**src/rtl/div_ctrl.sv**
```systemverilog
// div_ctrl: multi-cycle radix-2 restoring divider sequencer for DIV/DIVU, result {rem, quot}.
// Optional: define DIV_ZERO_SKIP_EN to finish zero-divisor requests early via BYZERO.
module div_ctrl #(
  parameter int DATA_W = 32
) (
  input  logic                clk,
  input  logic                rst,
  input  logic                start_i,
  input  logic                annul_i,
  input  logic                signed_div_i,
  input  logic [DATA_W-1:0]   opdata1_i,
  input  logic [DATA_W-1:0]   opdata2_i,
  output logic [2*DATA_W-1:0] result_o,
  output logic                ready_o,
  output logic                busy_o
);
  localparam int CNT_W = $clog2(DATA_W + 1);

  typedef enum logic [1:0] {IDLE, BYZERO, ON, END} state_t;

  state_t              state_q, state_d;
  logic [CNT_W-1:0]    cnt_q, cnt_d;
  logic [2*DATA_W:0]   work_q, work_d;
  logic [DATA_W-1:0]   divisor_q, divisor_d;
  logic                neg_quot_q, neg_quot_d;
  logic                neg_rem_q, neg_rem_d;
  logic [2*DATA_W-1:0] result_q, result_d;
  logic                ready_q, ready_d;

  logic [DATA_W-1:0]   dividend_mag, divisor_mag;
  logic [DATA_W-1:0]   quot_mag, rem_mag;
  logic [DATA_W:0]     diff;

  assign dividend_mag = (signed_div_i && opdata1_i[DATA_W-1]) ? -opdata1_i : opdata1_i;
  assign divisor_mag  = (signed_div_i && opdata2_i[DATA_W-1]) ? -opdata2_i : opdata2_i;

  // Quotient bits collect in the low half; the partial remainder sits one bit above it.
  assign quot_mag = work_q[DATA_W-1:0];
  assign rem_mag  = work_q[2*DATA_W:DATA_W+1];
  assign diff     = {1'b0, work_q[2*DATA_W-1:DATA_W]} - {1'b0, divisor_q};

  always_comb begin
    state_d    = state_q;
    cnt_d      = cnt_q;
    work_d     = work_q;
    divisor_d  = divisor_q;
    neg_quot_d = neg_quot_q;
    neg_rem_d  = neg_rem_q;
    result_d   = result_q;
    ready_d    = ready_q;

    case (state_q)
      IDLE: begin
        if (start_i && !annul_i) begin
          neg_quot_d = signed_div_i & (opdata1_i[DATA_W-1] ^ opdata2_i[DATA_W-1]);
          neg_rem_d  = signed_div_i & opdata1_i[DATA_W-1];
          divisor_d  = divisor_mag;
          cnt_d      = '0;
          work_d     = {{DATA_W{1'b0}}, dividend_mag, 1'b0};
          state_d    = ON;
`ifdef DIV_ZERO_SKIP_EN
          if (opdata2_i == '0) begin
            state_d = BYZERO;
          end
`endif
        end
      end

      BYZERO: begin
        if (annul_i) begin
          state_d = IDLE;
        end else begin
          result_d = '0;
          ready_d  = 1'b1;
          state_d  = END;
        end
      end

      ON: begin
        if (annul_i) begin
          state_d = IDLE;
        end else if (cnt_q == CNT_W'(DATA_W)) begin
          result_d = {(neg_rem_q  ? -rem_mag  : rem_mag),
                      (neg_quot_q ? -quot_mag : quot_mag)};
          ready_d  = 1'b1;
          state_d  = END;
        end else begin
          if (!diff[DATA_W]) begin
            work_d = {diff[DATA_W-1:0], work_q[DATA_W-1:0], 1'b1};
          end else begin
            work_d = {work_q[2*DATA_W-1:0], 1'b0};
          end
          cnt_d = cnt_q + CNT_W'(1);
        end
      end

      END: begin
        if (annul_i || !start_i) begin
          result_d = '0;
          ready_d  = 1'b0;
          state_d  = IDLE;
        end
      end

      default: begin
        result_d = '0;
        ready_d  = 1'b0;
        state_d  = IDLE;
      end
    endcase
  end

  always_ff @(posedge clk or negedge rst) begin
    if (!rst) begin
      state_q    <= IDLE;
      cnt_q      <= '0;
      work_q     <= '0;
      divisor_q  <= '0;
      neg_quot_q <= 1'b0;
      neg_rem_q  <= 1'b0;
      result_q   <= '0;
      ready_q    <= 1'b0;
    end else begin
      state_q    <= state_d;
      cnt_q      <= cnt_d;
      work_q     <= work_d;
      divisor_q  <= divisor_d;
      neg_quot_q <= neg_quot_d;
      neg_rem_q  <= neg_rem_d;
      result_q   <= result_d;
      ready_q    <= ready_d;
    end
  end

  assign result_o = result_q;
  assign ready_o  = ready_q;
  assign busy_o   = (state_q != IDLE);

endmodule

```
**config.mk**
```make
export PLATFORM = sky130hd
export DESIGN_NAME = div_ctrl
export DESIGN_NICKNAME = d
export VERILOG_FILES = /design/src/rtl/div_ctrl.sv
export SDC_FILE = /design/constraint.sdc
export NUM_CORES = 1
export LEC_CHECK = 0
export ABC_CLOCK_PERIOD_IN_PS = 6400
export BUFFER_PORTS_ARGS = -buffer_cell sky130_fd_sc_hd__buf_4
export CAP_MARGIN = 5
export CORE_UTILIZATION = 40
export CTS_CLUSTER_SIZE = 25
export DETAILED_ROUTE_END_ITERATION = 6
export PLACE_DENSITY_LB_ADDON = 0.25
export SETUP_SLACK_MARGIN = 0.5
export SKIP_LAST_GASP = 1
export SLEW_MARGIN = 5
export SYNTH_ARGS = -nofsm -noshare
export SYNTH_HDL_FRONTEND = slang
export SYNTH_SLANG_ARGS = --single-unit
```
**constraint.sdc**
```tcl
create_clock -name clk -period 6.4 [get_ports clk]
set_input_delay 0 -clock clk [delete_from_list [all_inputs] [get_ports clk]]
set_output_delay 0 -clock clk [all_outputs]
set_load 0.01 [all_outputs]
```
* Word-level counts from Yosys, hierarchy flattened
Cells that the tools add are included.
** Word-level totals
- Output and inout bits :: 66
- Input bits :: 69
- Bits in registers :: 172
** Operators by class
- Eq/ne operators :: 11
- Mux-type cells :: 29
- Bitwise operators :: 3
- Add/subtract/negate cells :: 6
- Reductions and logical operators :: 14
** Operators with widths (number)
- $mux W65 :: 4
- $mux W64 :: 4
- $pmux W64 S3 :: 1
- $pmux W65 S2 :: 1
- $mux W32 :: 4
- $neg A32 Y32 :: 4
- $sub A32 B32 Y33 :: 1
- $mux W6 :: 3
- $ne A2 B2 Y1 const B :: 6
- $pmux W6 S2 :: 1
- $mux W2 :: 5
- $pmux W2 S4 :: 1
- $add A6 B1 Y6 const B :: 1
- $eq A6 B6 Y1 const B :: 1
- $reduce_and A5 Y1 :: 1
- $eq A2 B2 Y1 const B :: 2
- $mux W1 :: 4
- $reduce_and A4 Y1 :: 1
- $reduce_bool A2 Y1 :: 2
- $logic_and A1 B1 Y1 :: 3
- $ne A3 B3 Y1 const B :: 1
- $pmux W1 S3 :: 1
- $reduce_and A3 Y1 :: 1
- $reduce_bool A3 Y1 :: 1
- 7 further kinds :: 9

* Logic depth before layout (Yosys ltp)
Gate-level depths: netlist of run 1.
- Word-level depth :: 5
- Mapped depth :: 13
- Gate-level depth less buffers :: 11

* Worst setup path before layout of run 1
Ideal clock, no wire load.
- Kind :: register to register
- From :: register work_q[32]
- To :: register work_q[34]
- Cell stages (with the launch flop) :: 13
- Slack :: 3487 ps
- Required time :: 6317 ps
- Clock period less this slack :: 2913 ps
- Data arrival time :: 2830 ps
- Cells stage by stage :: dfrtp_1 -> inv_1 -> ha_1 -> fa_1 -> nor2b_1 -> o31a_1 -> o211ai_1 -> a31oi_1 -> a211oi_1 -> o31ai_1 -> buf_2 -> mux2_2 -> o21ai_0
** Between the ends
- Longest elaborated chain between the ends :: 5
** RTL lines
- start, declared :: line 23 : logic [2*DATA_W:0] work_q, work_d;
- start signal, assigned :: line 126 : work_q <= work_d;
- $sub A32 B32 Y33 :: line 40 : assign diff = {1'b0, work_q[2*DATA_W-1:DATA_W]} - {1'b0, divisor_q};
- $mux W65 :: line 88 : if (!diff[DATA_W]) begin
- $mux W65 :: line 82 : end else if (cnt_q == CNT_W'(DATA_W)) begin
- $mux W65 :: line 80 : if (annul_i) begin
- $pmux W65 S2 :: line 52 : case (state_q)
No other way between the ends. The select of a mux whose other input is x is not followed.
A chain may end at the register's enable or synchronous reset.

* Worst setup path after layout of run 1
- From :: register state_q[0]
- To :: register result_q[6] (netlist: result_o[6])
** Between the ends
- Longest elaborated chain between the ends :: 3
- Elaborated cells on any way between the ends :: 10
** RTL lines
- start, declared :: line 21 : state_t state_q, state_d;
- start signal, assigned :: line 124 : state_q <= state_d;
- $eq A2 B2 Y1 / $eq A2 B1 Y1 (equally long branches) :: line 52
- $ne A2 B2 Y1 (no line) / $reduce_bool A3 Y1 (equally long branches)
- $reduce_and A5 Y1 (no line)
- end signal, assigned :: line 130 : result_q <= result_d;
- end, declared :: line 27 : logic [2*DATA_W-1:0] result_q, result_d;
Several ways; a longest one is shown, not always the timed one.

==> metrics.cfg, run 1 <==
[yosys]
synth_compound_area_share_pct=21.7
synthMuxAreaShare_pct=2.84
synth_flop_cell=dfrtp_1
synth_top_area_share_pct=37.8
synthCells=1375
synth.distinct_cells=62
synth_top_cell_by_area=dfrtp_1
syn_avg_cell_area_um2=8.27
synth_common_cells=nand2_1 (223), o21ai_0 (201), dfrtp_1 (172), a21oi_1 (90), xor2_1 (89)
synth_fp_nets=1488
yosys-top-cells-area=dfrtp_1 (38%), o21ai_0 (8.8%), nand2_1 (7.4%)
synthSimpleGateAreaFrac_pct=17.3
synth_top_family_by_area=compound AO/OA/AOI/OAI gates
seq_area_frac_synth_pct=37.8
ys_warn_count=0
synth_area_um2=11400
ys_seq_elements=172
synthXorXnorAreaFrac_pct=11.1
synth_edf_count=0
synthAdderAreaFrac_pct=4.91
async_reset_ff_share_pct=100
yosysMostFrequentCell=nand2_1

[placed_design]
place.gp.congestion=0.891
hpwlAfterDp_um=22600
io_buffers=134

[critical_path]
startpoint_type=flip-flop
end_kind=flip-flop
path_class=flip-flop to flip-flop
worstPathArrival_ps=4560
cp-startpoint=state_q[0]$_DFFE_PN0P_
reg2reg_to=result_o[6]$_DFFE_PN0P_
ff2ff_path_depth=9
r2r_slack_ps=2140
required_ps=6700
r2r-start=state_q[0]$_DFFE_PN0P_
crit_fanout=79
crit_end=result_o[6]$_DFFE_PN0P_

[floorplanning]
die-area_um2=29100
die_h_um=171
ios=135
die_x_um=171
design.core.area_um2=27900
placementRows=61
initial_utilization_pct=40.8

[clock_network]
cts_buffers=17
ctsResizeCount=0
htree_num_levels=4
cts_buffer_depth=2
clock_sinks=172
cts-root-buf=clkbuf_16
clkTransAtPathRegs_ps=80
clk_latency_ps=430
cts_tree=built

[sta]
fin_crit_ps=4260
hold_viol=0
drv_slew=0
rsz0062_at_grt=false
relSlewSlack_pct=27.7
skew_ps=9.77
clock.fmax_mhz=235
setup_viol=0
period_share_pct=66.6
tightest_slew_ps=1080
fin_tns_setup_ps=0

[power_and_ir_drop]
power_density_nw_per_um2=493
power_mw=6.78
ir_drop_mv=0.238
p_leak_nw=6.16

[global_routing]
grt_pass1_vias=9479
antenna_found_initial=0
overflow=0
grt_max_degree=103
grtUsageTotal_pct=21.6
grt_pass1_wl_um=50100

[hold_path]
hold_class=input pin to flip-flop

[drt]
vias=10070
drt_iter0_drc=727
ant_nets=0
drc=0
routed_via_density=5.29
totalWireLength_um=30500
drt_pass1_iterations=5
wl_per_cell_um=16.0

[final_layout]
layout-drive-gt1-share_pct=13.0
nNetsFinal=1623
final_util_pct=49.4
syn2layout_area_growth_pct=20.9

[outcome]
status=finished, final reports clean

[job]
max-cap-violations=0

[per-stage QoR]
stage / worst slack, ps / hold slack [ps] / instances / cell area [um2]
detailed placement: 2180 / 175 / 1822 / 12700
finish: 2140 / 15.3 / 1902 / 13800
global route: 1730 / 23.9 / 1901 / 13800
floorplan: 3490 / -296 / 1375 / 11400
global placement: 2280 / 165 / 1822 / 12700
CTS: 2160 / 13.0 / 1901 / 13800
[worst min path at each step]
stage | slack [ps] | end | cells after the start | start
after floorplan | -300 | cnt_q[0]$_DFFE_PN0P_ | 0 | rst
after global placement | 170 | result_o[11]$_DFFE_PN0P_ | 1 | rst
after detailed placement | 170 | result_o[11]$_DFFE_PN0P_ | 1 | rst
after CTS | 10 | work_q[6]$_DFFE_PN0P_ | 5 | opdata1_i[5]
after global routing | 20 | work_q[5]$_DFFE_PN0P_ | 5 | opdata1_i[4]
final | 20 | work_q[6]$_DFFE_PN0P_ | 5 | opdata1_i[5]
[routing by layer]
metal | track usage [%] | up-vias | part of all wire [%]
li1 | - | 5106 | -
met1 | 32.8 | 4690 | 52
met2 | 32.3 | 249 | 43
met3 | 2.68 | 25 | 4.1
met4 | 5.09 | 0 | 1.0
met5 | 0 | - | 0
[worst max-delay path: stages, from the launching register on]
cell and delay (ps):
dfrtp_1 410, inv_1 110, ha_2 910, inv_1 610, a31oi_1 470, or3_2 190
buf_4 590, or2_1 190, buf_4 380, o21ai_0 180
[registers in the layout (all words and copies together) (netlist names)]
name / flops
work_q: 65
result_o: 64
divisor_q: 32
cnt_q: 6
state_q: 2
neg_quot_q: 1
neg_rem_q: 1
ready_o: 1
[cells in the final DEF, fill, tap and decap left out, types with 9 or more instances in the layout]
| cell | instances |
|---|---|
| dlygate4sd3_1 | 47 |
| xnor2_1 | 55 |
| nand2b_1 | 9 |
| nand3_1 | 21 |
| buf_4 | 140 |
| nor4_1 | 10 |
| inv_1 | 57 |
| nor2b_1 | 10 |
| nand2_1 | 223 |
| or3_1 | 15 |
| nor3_1 | 18 |
| xor2_1 | 89 |
| a21o_1 | 14 |
| ha_1 | 42 |
| a21oi_1 | 90 |
| o21ai_0 | 201 |
| nor2_1 | 72 |
| mux2i_1 | 30 |
| o21a_1 | 9 |
| or4_1 | 17 |
| o31ai_1 | 38 |
| clkbuf_16 | 17 |
| o41ai_1 | 16 |
| dfrtp_1 | 172 |
[what timing repair did]
item	in CTS	in global routing
setup buffers	0	0
hold endpoints to repair	144	0
hold buffers	47	0
[power by group]
part           internal, mW  leakage, nW  switching (mW)  total (mW)
clock network         0.568        0.303           0.518        1.09
logic                  1.55         3.62            2.18        3.73
registers              1.49         2.24           0.479        1.97
total                  3.60         6.16            3.18        6.78
[logic make-up after synthesis]
family / Yosys count
XOR/XNOR: 144
buffers and inverters: 129
flip-flops: 172
adder cells (fa/ha/maj): 44
multiplexers: 32
AO/OA/AOI/OAI: 420
AND/OR/NAND/NOR: 434
[area by class of cell]
| cell class | count | area [um2] |
|---|---|---|
| Clock buffer | 17 | 425 |
| Sequential cell | 172 | 4300 |
| Clock inverter | 15 | 195 |
| Tap cell | 378 | 473 |
| Fill cell | 2675 | 14100 |
| Antenna cell | 1 | 2.50 |
| Inverter | 57 | 214 |
| Timing Repair Buffer | 188 | 1530 |
| Multi-Input combinational cell | 1074 | 6610 |
Power figures use the tool's default switching activity.
==> inputs of run 2 (changes only) <==
--- a/config.mk
+++ b/config.mk
@@ -5,7 +5,8 @@
 export SDC_FILE = /design/constraint.sdc
 export NUM_CORES = 1
 export LEC_CHECK = 0
-export ABC_CLOCK_PERIOD_IN_PS = 6400
+export ABC_AREA = 1
+export ABC_CLOCK_PERIOD_IN_PS = 4270
 export BUFFER_PORTS_ARGS = -buffer_cell sky130_fd_sc_hd__buf_4
 export CAP_MARGIN = 5
 export CORE_UTILIZATION = 40
==> constraint.sdc (replaced) <==
create_clock -name clk -period 4.27 [get_ports clk]
set_input_delay 0 -clock clk [delete_from_list [all_inputs] [get_ports clk]]
set_output_delay 0 -clock clk [all_outputs]
set_load 0.01 [all_outputs]
==> metrics.cfg, run 2 <==
[outcome]
status=finished, final reports clean

[global_routing]
met2_usage_pct=36.1
met3_usage_pct=4.09
grt_max_degree=90
antenna_found_initial=0
grtUsageTotal_pct=25.6
grt_pass1_wl_um=68100
grt_pass1_vias=12602
gr-max-usage-layer=met1
use_met1_pct=40.5
overflow=0

[placed_design]
place.gp.congestion=0.926
place_ws_ps=1280
io_buffers=134
hpwlAfterDp_um=33400
placed_area_um2=14700

[yosys]
synth_common_cells=nand2_1 (688), inv_1 (323), nand3_1 (215), nor2_1 (188), dfrtp_1 (172)
synth.distinct_cells=42
yosysMostFrequentCell=nand2_1
ys_seq_elements=172
synth_edf_count=0
synth_fp_nets=2249
synth_top_area_share_pct=32.2
synth_flop_cell=dfrtp_1
seq_area_frac_synth_pct=32.2
syn_avg_cell_area_um2=6.26
synth_area_um2=13400
ys_warn_count=0
synth_top_cell_by_area=dfrtp_1
yosys-top-cells-area=dfrtp_1 (32%), nand2_1 (19%), inv_1 (9.1%)
async_reset_ff_share_pct=100
synthCells=2136

[clock_network]
ctsResizeCount=0
clk_latency_ps=460
cts_tree=built
htree_num_levels=4
cts-root-buf=clkbuf_16
post-cts-setup-buffers=0
cts_buffer_depth=2
clock_sinks=172
cts_buffers=17
postCtsHoldBufs=46
clkTransAtPathRegs_ps=70

[final_layout]
syn2layout_area_growth_pct=17.7
layout_common_cells=nand2_1 (688), inv_1 (323), nand3_1 (215)
regMostFlops=work_q
layout-drive-gt1-share_pct=8.90
largest_reg_flops=65
nNetsFinal=2391
fill_cells=3513
antenna_cells=0
final_common_cell=nand2_1
final_area_um2=15800

[power_and_ir_drop]
power_mw=11.1
p_switching_mw=5.82
pwr-share-seq_pct=26.1
p_leak_nw=8.41
swShare_pct=52.4
ir_drop_mv=0.404
intPower_mw=5.29
combPwrFrac_pct=59.3
power_density_nw_per_um2=705
clkPwrFrac_pct=14.6

[sta]
skew_ps=15.5
rsz0062_at_grt=false
hold_viol=0
relSlewSlack_pct=40.9
drv_slew=0
fin_tns_setup_ps=0
fin_crit_ps=3060
period_share_pct=71.6
holdWs_ps=17.4
clock.fmax_mhz=327
setup_viol=0
tightest_slew_ps=887
worst_slack_ps=1210

[floorplanning]
placementRows=66
die-area_um2=34200
initial_utilization_pct=40.9
die_x_um=185
die_h_um=185
design.core.area_um2=32700
ios=135

[critical_path]
path_class=flip-flop to flip-flop
required_ps=4600
end_kind=flip-flop
startpoint_type=flip-flop
crit_fanout=34
worstPathArrival_ps=3390

[drt]
totalWireLength_um=42600
ant_nets=0
wl_per_cell_um=15.6
drt_pass1_iterations=5
routed_via_density=5.08
drc=0
drt_iter0_drc=1351
vias=13870

[hold_path]
hold_class=input pin to flip-flop

[job]
max-cap-violations=0

run 2: cell count changes after synthesis, sizes merged, moves of 34 or more:
cell	before	now
xnor2	55	17
inv	57	328
nand2	223	693
nand3	21	215
nor2	73	198
xor2	89	38
o31ai	40	6
run 2: power groups by stage:
| stage | sequential (mW) | clock (mW) | combinational [mW] |
|---|---|---|---|
| final | 2.90 | 1.62 | 6.59 |
| after global routing | 2.97 | 1.71 | 7.48 |
| after CTS | 2.88 | 1.64 | 6.52 |
| after detailed placement | 2.91 | 0 | 6.46 |
| after global placement | 2.89 | 0 | 6.41 |
| after floorplan | 2.72 | 0 | 4.70 |
run 2: layout make-up:
type                            count  area [um2]  area share (%)
Multi-Input combinational cell   1571        7530            47.8
Sequential cell                   172        4300            27.3
Timing Repair Buffer              188        1540            9.79
Inverter                          328        1230            7.82
Tap cell                          442         553            3.51
Clock buffer                       19         443            2.81
Clock inverter                     13         151           0.961
run 2: cell families after synthesis:
logic type,count (synthesis),share of synthesized area [%]
XOR/XNOR,55,3.60
AO/OA/AOI/OAI,294,11.7
flip-flops,172,32.2
AND/OR/NAND/NOR,1178,36.8
adder cells (fa/ha/maj),44,4.17
buffers and inverters,393,11.6
run 2: per-stage QoR:
stage          util, %  instances
6_report          48.2       2733
5_1_grt           48.2       2733
4_1_cts           48.2       2733
3_5_place_dp      44.9       2655
3_3_place_gp      44.9       2655
2_1_floorplan        -       2136
run 2: worst max-delay path, stage by stage, from the launching register on:
cell,delay (ps)
dfrtp_1,470
ha_1,450
nand2_1,150
nor2_1,270
nand2_1,180
nor2_1,180
nand2_2,390
nand2_4,500
nand3_1,170
nand3_1,100
nand2_1,60
run 2: path summary, 6_finish.rpt:
kind,from,depth (start not counted),endpoint,slack (ps)
setup / recovery,work_q[56]$_DFFE_PN0P_,10,work_q[47]$_DFFE_PN0P_,1210
hold / removal,opdata1_i[27],5,work_q[28]$_DFFE_PN0P_,20
setup reg to reg,work_q[56]$_DFFE_PN0P_,10,work_q[47]$_DFFE_PN0P_,1210
hold reg to reg,result_o[45]$_DFFE_PN0P_,2,result_o[45]$_DFFE_PN0P_,480
max in group asynchronous,rst,3,work_q[18]$_DFFE_PN0P_,3090
min in group asynchronous,rst,2,state_q[0]$_DFFE_PN0P_,190
run 2: layer usage:
metal,vias up,routed length (um),part of all wire [%]
met1,6345,22500,53
met5,-,0,0
met2,427,16800,39
li1,7065,-,-
met4,0,498,1.2
met3,33,2860,6.7
==> inputs of run 3 (changes only) <==
--- a/config.mk
+++ b/config.mk
@@ -6,7 +6,7 @@
 export NUM_CORES = 1
 export LEC_CHECK = 0
 export ABC_AREA = 1
-export ABC_CLOCK_PERIOD_IN_PS = 4270
+export ABC_CLOCK_PERIOD_IN_PS = 2950
 export BUFFER_PORTS_ARGS = -buffer_cell sky130_fd_sc_hd__buf_4
 export CAP_MARGIN = 5
 export CORE_UTILIZATION = 40
==> constraint.sdc (replaced) <==
create_clock -name clk -period 2.95 [get_ports clk]
set_input_delay 0 -clock clk [delete_from_list [all_inputs] [get_ports clk]]
set_output_delay 0 -clock clk [all_outputs]
set_load 0.01 [all_outputs]
==> metrics.cfg, run 3 (synthesis gave the netlist of run 2 again) <==
[outcome]
status=finished, final reports clean

[hold_path]
hold_class=input pin to flip-flop
holdPathStages=4
min_from=opdata2_i[2]
whs_endpoint=divisor_q[2]$_DFFE_PN0P_

[power_and_ir_drop]
p_leak_nw=8.49
power_density_nw_per_um2=1020
pwr-share-seq_pct=25.1
combPwrFrac_pct=61.3
clkPwrFrac_pct=13.6
swShare_pct=52.5
p_switching_mw=8.57
intPower_mw=7.74
power_mw=16.3
ir_drop_mv=0.581

[critical_path]
r2r_slack_ps=660
r2r-start=work_q[54]$_DFFE_PN0P_
max_stage_delay_ps=460
end_kind=flip-flop
path_class=flip-flop to flip-flop
crit_fanout=5
required_ps=3280
crit_path_cell_trace=ha_2 -> nand2_1 -> nor2_1 -> inv_1 -> nor3_2 -> nand3_1 -> nand4_1 -> nand3_1 -> nand2_1 -> nand2_1
startpoint_type=flip-flop
cp_slowest_cell=dfrtp_1
reg2reg_to=work_q[56]$_DFFE_PN0P_
ff2ff_path_depth=10
path_common_cell=nand2_1
worstPathArrival_ps=2620

[clock_network]
clkTransAtPathRegs_ps=80
cts-root-buf=clkbuf_16
clock_sinks=172
htree_num_levels=4
cts_buffer_depth=2
clk_latency_ps=450
cts_tree=built
cts_buffers=17

[placed_design]
io_buffers=134
placed_area_um2=14800
hpwlAfterDp_um=34100
place.gp.congestion=0.966

[global_routing]
grt_max_degree=71
grt_pass1_vias=12717
overflow=0
antenna_found_initial=0
grtUsageTotal_pct=25.8
grt_pass1_wl_um=68700

[job]
max-cap-violations=0

[final_layout]
nNetsFinal=2402
antenna_cells=0
final_area_um2=16000
layout-drive-gt1-share_pct=10.2
regMostFlops=work_q
syn2layout_area_growth_pct=19.2
final_common_cell=nand2_1
layout_common_cells=nand2_1 (685), inv_1 (322), nand3_1 (215)
largest_reg_flops=65

[drt]
routed_via_density=5.11
drt_iter0_drc=1195
wl_per_cell_um=15.9
totalWireLength_um=43700
vias=14029
drc=0
ant_nets=0
drt_pass1_iterations=5

[sta]
period_share_pct=77.6
rsz0062_at_grt=false
fin_tns_setup_ps=0
holdWs_ps=6.99
setup_viol=0
drv_slew=0
skew_ps=15.9
clock.fmax_mhz=437
tightest_slew_ps=697
hold_viol=0
fin_crit_ps=2290
relSlewSlack_pct=53.0

[floorplanning]
die-area_um2=34200
die_h_um=185
die_x_um=185
placementRows=66
design.core.area_um2=32700
initial_utilization_pct=40.9
ios=135

[run 3: how the worst max path moves through the flow]
stage / start / end / slack [ps] / cells after the start
after detailed placement: work_q[59]$_DFFE_PN0P_ / work_q[62]$_DFFE_PN0P_ / 480 / 12
after global placement: work_q[59]$_DFFE_PN0P_ / work_q[60]$_DFFE_PN0P_ / 470 / 12
after global routing: work_q[59]$_DFFE_PN0P_ / work_q[34]$_DFFE_PN0P_ / 500 / 14
after floorplan: work_q[32]$_DFFE_PN0P_ / work_q[49]$_DFFE_PN0P_ / 920 / 14
final: work_q[54]$_DFFE_PN0P_ / work_q[56]$_DFFE_PN0P_ / 660 / 10
after CTS: work_q[54]$_DFFE_PN0P_ / work_q[56]$_DFFE_PN0P_ / 500 / 10
[run 3: critical path, delay by kind of cell (launching register included)]
kind / cells / cell delay [ps]
adder cells (fa/ha/maj): 1 / 410
AND/OR/NAND/NOR: 8 / 1210
buffers and inverters: 1 / 100
flip-flops: 1 / 460
[run 3: layout make-up]
| cell class | instances | area [um2] |
|---|---|---|
| fill | 3520 | 16700 |
| multi-input combinational | 1572 | 7620 |
| sequential | 172 | 4310 |
| timing repair buffer | 198 | 1680 |
| inverter | 328 | 1230 |
| tap | 442 | 553 |
| clock buffer | 19 | 433 |
| clock inverter | 13 | 133 |
[run 3: metrics by stage]
stage          instances  setup WS [ps]  utilization (%)
2_1_floorplan       2136            917                -
3_3_place_gp        2664            466             45.2
3_5_place_dp        2664            483             45.2
4_1_cts             2739            505             48.3
5_1_grt             2744            496             48.8
6_report            2744            660             48.8
[run 3: metal layers]
layer	vias to the layer above	wire length, um	track usage (%)
li1	7105	-	-
met1	6420	22700	41.5
met2	470	17200	35.8
met3	34	3070	2.77
met4	0	682	6.58
met5	-	0	0
[run 3: power by group through the flow]
stage | Sequential [mW] | Combinational [mW] | Clock, mW
after floorplan | 3.94 | 6.80 | 0
after global placement | 4.07 | 9.51 | 0
after detailed placement | 4.10 | 9.57 | 0
after CTS | 4.06 | 9.68 | 2.25
after global routing | 4.19 | 11.3 | 2.34
final | 4.09 | 10.0 | 2.22
[run 3: timing repair]
| action | in CTS | in global routing |
|---|---|---|
| pin swaps | 0 | 4 |
| hold endpoints to repair | 101 | 0 |
| gates cloned | 0 | 2 |
| resized for setup | 2 | 28 |
| setup buffers | 0 | 3 |
| hold buffers | 43 | 0 |
| setup endpoints to repair | 15 | 75 |
